**src/rtl/lif_pkg.sv**
```systemverilog
// Shared types and defaults for the time-multiplexed LIF neuron scheduler.
package lif_pkg;
  localparam int DATA_W          = 8;
  localparam int DEF_THRESHOLD   = 128;
  localparam int DEF_DECAY_SHIFT = 1;

  typedef enum logic [1:0] {
    IDLE  = 2'd0,
    SWEEP = 2'd1,
    DONE  = 2'd2
  } lif_state_e;
endpackage

```
**src/rtl/spike_fifo.sv**
```systemverilog
// Spike-event FIFO: push lands in 1 cycle, head visible when o_pop_vld is high.
// Pop on o_pop_vld & i_pop_rdy; pushes while full are dropped, so the producer must watch o_full.
module spike_fifo #(
  parameter int WIDTH = 2,
  parameter int DEPTH = 2
) (
  input  logic             i_clk,
  input  logic             i_rst_n,
  input  logic             i_push_vld,
  input  logic [WIDTH-1:0] i_push_dat,
  output logic             o_pop_vld,
  input  logic             i_pop_rdy,
  output logic [WIDTH-1:0] o_pop_dat,
  output logic             o_full
);
  localparam int AW = (DEPTH > 1) ? $clog2(DEPTH) : 1;
  localparam logic [AW:0] L_DEPTH = (AW+1)'(DEPTH);

  logic [WIDTH-1:0] r_mem [DEPTH];
  logic [AW-1:0]    r_wr_ptr;
  logic [AW-1:0]    r_rd_ptr;
  logic [AW:0]      r_cnt;
  logic             w_push;
  logic             w_pop;

  assign o_full    = (r_cnt == L_DEPTH);
  assign o_pop_vld = (r_cnt != '0);
  assign o_pop_dat = r_mem[r_rd_ptr];
  assign w_push    = i_push_vld && !o_full;
  assign w_pop     = o_pop_vld && i_pop_rdy;

  always_ff @(posedge i_clk) begin
    if (w_push) r_mem[r_wr_ptr] <= i_push_dat;
  end

  // Pointers wrap naturally because DEPTH is a power of two.
  always_ff @(posedge i_clk) begin
    if (!i_rst_n) begin
      r_wr_ptr <= '0;
      r_rd_ptr <= '0;
      r_cnt    <= '0;
    end else begin
      if (w_push) r_wr_ptr <= r_wr_ptr + AW'(1);
      if (w_pop)  r_rd_ptr <= r_rd_ptr + AW'(1);
      case ({w_push, w_pop})
        2'b10:   r_cnt <= r_cnt + (AW+1)'(1);
        2'b01:   r_cnt <= r_cnt - (AW+1)'(1);
        default: r_cnt <= r_cnt;
      endcase
    end
  end
endmodule

```
**src/rtl/lif_tdm_scheduler.sv**
```systemverilog
// One LIF datapath swept over NUM_NEURONS neurons per tick, 1 neuron/cycle, done NUM_NEURONS+1 cycles after tick.
// A full spike FIFO stalls the sweep (idx holds) until the consumer drains an event.
module lif_tdm_scheduler
  import lif_pkg::*;
#(
  parameter int NUM_NEURONS = 4,
  parameter int ID_W        = $clog2(NUM_NEURONS),
  parameter int THRESHOLD   = DEF_THRESHOLD,
  parameter int DECAY_SHIFT = DEF_DECAY_SHIFT,
  parameter int FIFO_DEPTH  = 2
) (
  input  logic              i_clk,
  input  logic              i_rst_n,
  input  logic              i_cur_we,
  input  logic [ID_W-1:0]   i_cur_addr,
  input  logic [DATA_W-1:0] i_cur_data,
  input  logic              i_tick,
  output logic              o_spk_valid,
  input  logic              i_spk_ready,
  output logic [ID_W-1:0]   o_spk_id,
  input  logic [ID_W-1:0]   i_mon_addr,
  output logic [DATA_W-1:0] o_mon_state,
  output logic              o_busy,
  output logic              o_done,
  output logic              o_overrun
);
  localparam logic [DATA_W-1:0] L_THR  = DATA_W'(THRESHOLD);
  localparam logic [ID_W-1:0]   L_LAST = ID_W'(NUM_NEURONS - 1);

  lif_state_e        r_state;
  lif_state_e        w_next;
  logic [ID_W-1:0]   r_idx;
  logic [DATA_W-1:0] r_st  [NUM_NEURONS];
  logic [DATA_W-1:0] r_cur [NUM_NEURONS];
  logic [DATA_W-1:0] r_mon;
  logic              r_overrun;

  logic [DATA_W-1:0] w_s;
  logic [DATA_W-1:0] w_c;
  logic [DATA_W-1:0] w_dec;
  logic [DATA_W:0]   w_sum;
  logic [DATA_W-1:0] w_sat;
  logic              w_fire;
  logic              w_full;
  logic              w_upd;

  // Reads the current register before any same-cycle write lands.
  assign w_s    = r_st[r_idx];
  assign w_c    = r_cur[r_idx];
  assign w_dec  = w_s - (w_s >> DECAY_SHIFT);
  assign w_sum  = {1'b0, w_dec} + {1'b0, w_c};
  assign w_sat  = w_sum[DATA_W] ? '1 : w_sum[DATA_W-1:0];
  assign w_fire = (w_sat >= L_THR);
  assign w_upd  = (r_state == SWEEP) && !w_full;

  assign o_mon_state = r_mon;
  assign o_overrun   = r_overrun;

  always_ff @(posedge i_clk) begin
    if (!i_rst_n) begin
      r_state   <= IDLE;
      r_idx     <= '0;
      r_mon     <= '0;
      r_overrun <= 1'b0;
      for (int i = 0; i < NUM_NEURONS; i++) begin
        r_st[i]  <= '0;
        r_cur[i] <= '0;
      end
    end else begin
      r_state <= w_next;
      if (i_tick && (r_state != IDLE)) r_overrun <= 1'b1;
      if (w_upd) begin
        r_st[r_idx] <= w_fire ? '0 : w_sat;
        r_idx       <= (r_idx == L_LAST) ? '0 : r_idx + ID_W'(1);
      end
      if (i_cur_we) r_cur[i_cur_addr] <= i_cur_data;
      r_mon <= r_st[i_mon_addr];
    end
  end

  always_comb begin
    w_next = r_state;
    o_busy = 1'b0;
    o_done = 1'b0;
    case (r_state)
      IDLE: begin
        if (i_tick) w_next = SWEEP;
      end
      SWEEP: begin
        o_busy = 1'b1;
        if (w_upd && (r_idx == L_LAST)) w_next = DONE;
      end
      DONE: begin
        o_busy = 1'b1;
        o_done = 1'b1;
        w_next = IDLE;
      end
      default: w_next = IDLE;
    endcase
  end

  spike_fifo #(
    .WIDTH (ID_W),
    .DEPTH (FIFO_DEPTH)
  ) u_spike_fifo (
    .i_clk      (i_clk),
    .i_rst_n    (i_rst_n),
    .i_push_vld (w_upd && w_fire),
    .i_push_dat (r_idx),
    .o_pop_vld  (o_spk_valid),
    .i_pop_rdy  (i_spk_ready),
    .o_pop_dat  (o_spk_id),
    .o_full     (w_full)
  );
endmodule

```
**config.mk**
```make
export PLATFORM = sky130hd
export DESIGN_NAME = lif_tdm_scheduler
export DESIGN_NICKNAME = d
export VERILOG_FILES = /design/src/rtl/lif_pkg.sv /design/src/rtl/spike_fifo.sv /design/src/rtl/lif_tdm_scheduler.sv
export SDC_FILE = /design/constraint.sdc
export NUM_CORES = 1
export LEC_CHECK = 0
export BUFFER_PORTS_ARGS = -buffer_cell sky130_fd_sc_hd__buf_2
export CORE_AREA = 4 4 112 114
export CTS_CLUSTER_DIAMETER = 100
export DETAILED_ROUTE_END_ITERATION = 8
export DIE_AREA = 0 0 116 118
export PLACE_DENSITY = 0.64
export SLEW_MARGIN = 20
export SYNTH_ARGS = -nofsm -noshare
export SYNTH_HDL_FRONTEND = slang
export SYNTH_SLANG_ARGS = --single-unit
export TNS_END_PERCENT = 50
```
**constraint.sdc**
```tcl
create_clock -name i_clk -period 12.7 [get_ports i_clk]
set_clock_uncertainty 0.1 [all_clocks]
set_input_delay 3.175 -clock i_clk [delete_from_list [all_inputs] [get_ports i_clk]]
set_output_delay 3.175 -clock i_clk [all_outputs]
set_load 0.005 [all_outputs]
```
Yosys cells after proc, flatten, opt, wreduce, memory -nomap -nowiden --
Memories as Yosys holds them, arrays and structs flattened. A register that Yosys moved wholly into a read port is not among the register bits. Cells that the tools add are included.
Storage, ports and cells: register bits 9, word-level logic and storage cells 71, RAM bits 68, output and inout bits 14, memories kept 3
Cells by class: mux-type cells 30, $add $sub $neg 7, magnitude comparators 1, equality and inequality tests 8, reductions and logical operators 16
Memories:
- r_cur | words 4, bits a word 8, read ports 1, clocked after memory_dff 1, write ports 4, line lif_tdm_scheduler.sv:34 | logic [DATA_W-1:0] r_cur [NUM_NEURONS];
- r_st | words 4, bits a word 8, read ports 2, clocked after memory_dff 2, write ports 4, line lif_tdm_scheduler.sv:33 | logic [DATA_W-1:0] r_st [NUM_NEURONS];
- u_spike_fifo.r_mem | words 2, bits a word 2, read ports 1, clocked after memory_dff 1, write ports 1, line spike_fifo.sv:19 | logic [WIDTH-1:0] r_mem [DEPTH];
Operator list (count):
- $mux 8 | 4
- $mux 2 | 9
- $reduce_or 8->1 | 2
- $mux 1 | 15
- $add 8x8->9 | 1
- $eq 2x2->1 const B | 4
- $ge 8x8->1 const B | 1
- $pmux 2 s2 | 2
- $sub 8x7->8 | 1
- $logic_and 1x1->1 | 6
- $reduce_bool 2->1 | 3
- $add 2x1->2 const B | 2
- $eq 2x1->1 const B | 2
- $add 1x1->1 const B | 2
- $logic_not 1->1 | 2
- $logic_not 2->1 | 1
- $ne 2x1->1 const B | 1
- $ne 2x2->1 const B | 1
- $reduce_and 2->1 | 1
- $reduce_or 2->1 | 1
- $sub 2x1->2 const B | 1

Longest topological paths before layout --
word-level depth 8, depth in mapped cells 22, gate-level depth less buffers 20

By module --
A second synthesis with hierarchy kept.
Unflattened totals: cells, all modules 343, area total of the unflattened synthesis 4514.3 um^2
Modules (own cells, without submodules):
- lif_tdm_scheduler | cells each 311, instances 1, area each 4132.7 um^2
- spike_fifo | cells each 32, instances 1, area each 381.6 um^2

Worst setup path after synthesis --
OpenSTA, ideal clock, no wires.
kind input-to-reg, start input port i_rst_n, end memory r_st[2][0], enable pin, arrival 4.541 ns, setup time 0.329 ns, path slack 7.730 ns, stages on the path 5, buffers on the path 2, cells stage by stage clkbuf_1 nand3_1 or3b_2 clkbuf_1 nand2_1
RTL lines:
- start, declared | line lif_tdm_scheduler.sv:13 | input logic i_rst_n,
- end, declared | line lif_tdm_scheduler.sv:33

==> results.toml <==
[clock_tree]
htreeDepth = 3
cts_tree = "done"
insertion_delay_ns = 0.34
clockBufferDepth = 2
ctsHoldBuffers = 0
cts_setup_buffers = 0
cts_resized = 0
cts_buffers = 9
path_clk_slew_ns = 0.06
clockRootBuffer = "clkbuf_16"
cts.sinks = 88

[worst_setup_path]
max_stage_delay_ns = 0.70
path_depth = 20
cp_slowest_cell = "dfxtp_1"
end_kind = "flip-flop"
critPathMaxFanout = 9
start_kind = "flip-flop"
crit_arrival_ns = 5.53
crit_family = "compound AO/OA/AOI/OAI gates"
path_buf_inv = 4
critPathRequiredTime_ns = 12.86
reg2reg_depth = 20
path_class = "flip-flop to flip-flop"
path_cells = "buf_4 -> mux4_2 -> inv_1 -> ha_1 -> inv_1 -> fa_1 -> a21o_1 -> a21oi_1 -> o21bai_1 -> a21oi_1 -> xnor2_1 -> ha_1 -> nor3_1 -> nand3b_1 -> a2bb2oi_1 -> o21ai_0 -> inv_1 -> ha_1 -> or3_1 -> a21boi_0"

[global_routing]
grt_max_degree = 38
grt_usage = 0.1425
gr-total-overflow = 0
antenna_found_initial = 0
grt_pass1_wl_mm = 14.95
grt_pass1_vias = 2830

[timing]
period_minus_slack_ns = 5.370
max-slew-margin-rel = 0.4134
fmaxAchievable_ghz = 0.1862
setup_slack_ns = 7.330
setup_violations = 0
fin_crit_sh = 0.4228
finalSetupTns_ns = 0
worst_pin_slew_ns = 0.8788
rsz0062_at_grt = "false"
final_hold_viol_count = 0
maxSlewViolCount = 0

[yosys]
synth-xor-area-share = 0.02514
synth_mux_area_frac = 0.1309
synthSimpleGateAreaFrac = 0.1564
yosysTopAreaCell = "edfxtp_1"
synthArstFlopShare = 0
synth_top_cell_area_share = 0.4508
yosysSeqAreaShare = 0.5392
synthAdderAreaFrac = 0.06685
syn-instance-count = 346
syn_avg_cell_area_um2 = 13.09
synth_area_leaders = "edfxtp_1 (45%), mux4_2 (12%), dfxtp_1 (8.8%), ha_1 (5.8%), and2_1 (5.2%)"
yosys_register_bits = 88
synth-compound-area-share = 0.05110
synth-edff-count = 68
syn_area_um2 = 4529
yosys_most_used_dff = "edfxtp_1"
synth_cell_type_count = 42
yosysWarnings = 0
synth_top_family_by_area = "simple AND/OR/NAND/NOR gates"

[routing]
firstDrtPassIters = 4
drt-wirelength-per-cell_um = 17.20
drc_errors = 0
vias_per_cell = 5.401
vias = 2830
wl_mm = 9.012
drt_iter0_drc = 183
antenna_left = 0

[final_layout]
seq_area_um2 = 2442
final_common_cell = "edfxtp_1"
fillers = 1063
num_antenna_cells = 0
final_nets = 416
drive_above_1_share = 0.2073
multi_input_area_um2 = 1977
most-common-layout-cells = "edfxtp_1 (68), and2_1 (38), buf_2 (30), mux4_2 (24), ha_1 (21)"
utilization = 0.4499
fin_cells = 524
areaGrowthSynthToFinish_pct = 13.43

[die]
io-pin-count = 31
core_um2 = 11420
placement_rows = 39
dieWidth_um = 116
dieArea_um2 = 13690
start_util = 0.3967
die_h_um = 118

[outcome]
status = "complete, no violations"

[job]
cap_violations = 0

[place]
dp_worst_setup_slack_ns = 7.231
gp_congestion = 0.8262
io_buffers = 30
dp_hpwl_mm = 6.622
dpl.cell_count = 508

[power_and_ir_drop]
powerDensity_nw_per_um2 = 212.1
p_leak_nw = 1.930
vdd_ir_drop_max_mv = 0.1330

[worst_hold_path]
hold_path_depth = 1
hold_path_class = "flip-flop to flip-flop"
==> per-stage QoR <==
stage / hold WS, ns / power [mW] / instance area [um2]
finish: 0.3720 / 1.090 / 5137
detailed placement: 0.3639 / 0.8071 / 4818
global placement: 0.3519 / 0.7990 / 4818
CTS: 0.3793 / 1.078 / 5125
global route: 0.3921 / 1.159 / 5137
floorplan: 0.3432 / 0.7155 / 4541
==> Yosys cell counts (5+ instances only) <==
cell type and instances:
nor2_1 7, clkbuf_1 14, a21oi_1 10, mux4_2 24
nor4_1 16, inv_1 16, edfxtp_1 68, nor2b_1 6
nand2b_1 5, ha_1 21, dfxtp_1 20, nor3_1 16
and3_1 9, xnor2_1 10, o21ai_0 8, nand2_1 15
and2_1 38
==> layer usage <==
metal | vias to the layer above | part of all wire | global-route usage
li1 | 1356 | - | -
met1 | 1391 | 0.46 | 0.1971
met2 | 72 | 0.48 | 0.2227
met3 | 11 | 0.038 | 0.02879
met4 | 0 | 0.020 | 0.04859
met5 | - | 0 | 0
==> logic make-up (layout without fill, tap and decap cells) <==
kind of cell,Yosys count,count (layout)
multiplexers,29,29
AO/OA/AOI/OAI,34,34
buffers and inverters,33,65
adder cells (fa/ha/maj),23,23
other,1,4
flip-flops,88,88
XOR/XNOR,13,13
AND/OR/NAND/NOR,125,125
==> registers in the layout, indices dropped and copies added (netlist names), named ones only <==
| name | cells |
|---|---|
| r_cur | 32 |
| r_st | 32 |
| o_mon_state | 8 |
| u_spike_fifo.r_mem | 4 |
| r_idx | 2 |
| r_state | 2 |
| u_spike_fifo.r_cnt | 2 |
| o_overrun | 1 |
| u_spike_fifo.r_rd_ptr | 1 |
| u_spike_fifo.r_wr_ptr | 1 |
==> power breakdown <==
group	total, mW	internal (mW)	switching [mW]	leakage [nW]
clock	0.270	0.155	0.115	0.150
sequential	0.363	0.344	0.0192	0.843
combinational	0.457	0.175	0.281	0.937
total	1.09	0.674	0.416	1.93
==> worst paths after layout <==
| kind | start | end | slack [ns] |
|---|---|---|---|
| worst max-delay path | flip-flop | u_spike_fifo.r_cnt[1] | 7.33 |
| worst min-delay path | o_overrun | o_overrun | 0.37 |
| worst max register to register | flip-flop | u_spike_fifo.r_cnt[1] | 7.33 |
| worst min register to register | o_overrun | o_overrun | 0.37 |
==> worst register-to-register path, delay by kind of cell (launching register included) <==
family,cells,cell delay (ns)
mux,1,0.52
compound gates,7,1.23
simple gates,3,0.91
buf+inv,4,0.56
flops,1,0.70
xor+xnor,1,0.18
fa+ha+maj,4,1.12
==> final cells by class <==
class                           count  area share
Inverter                           16     0.01169
Sequential cell                    88      0.4754
Multi-Input combinational cell    228      0.3848
Timing Repair Buffer               33     0.03361
Tap cell                          143     0.03483
Clock inverter                      7     0.01583
Clock buffer                        9     0.04384
No activity file was read; power rests on OpenSTA's default activity.
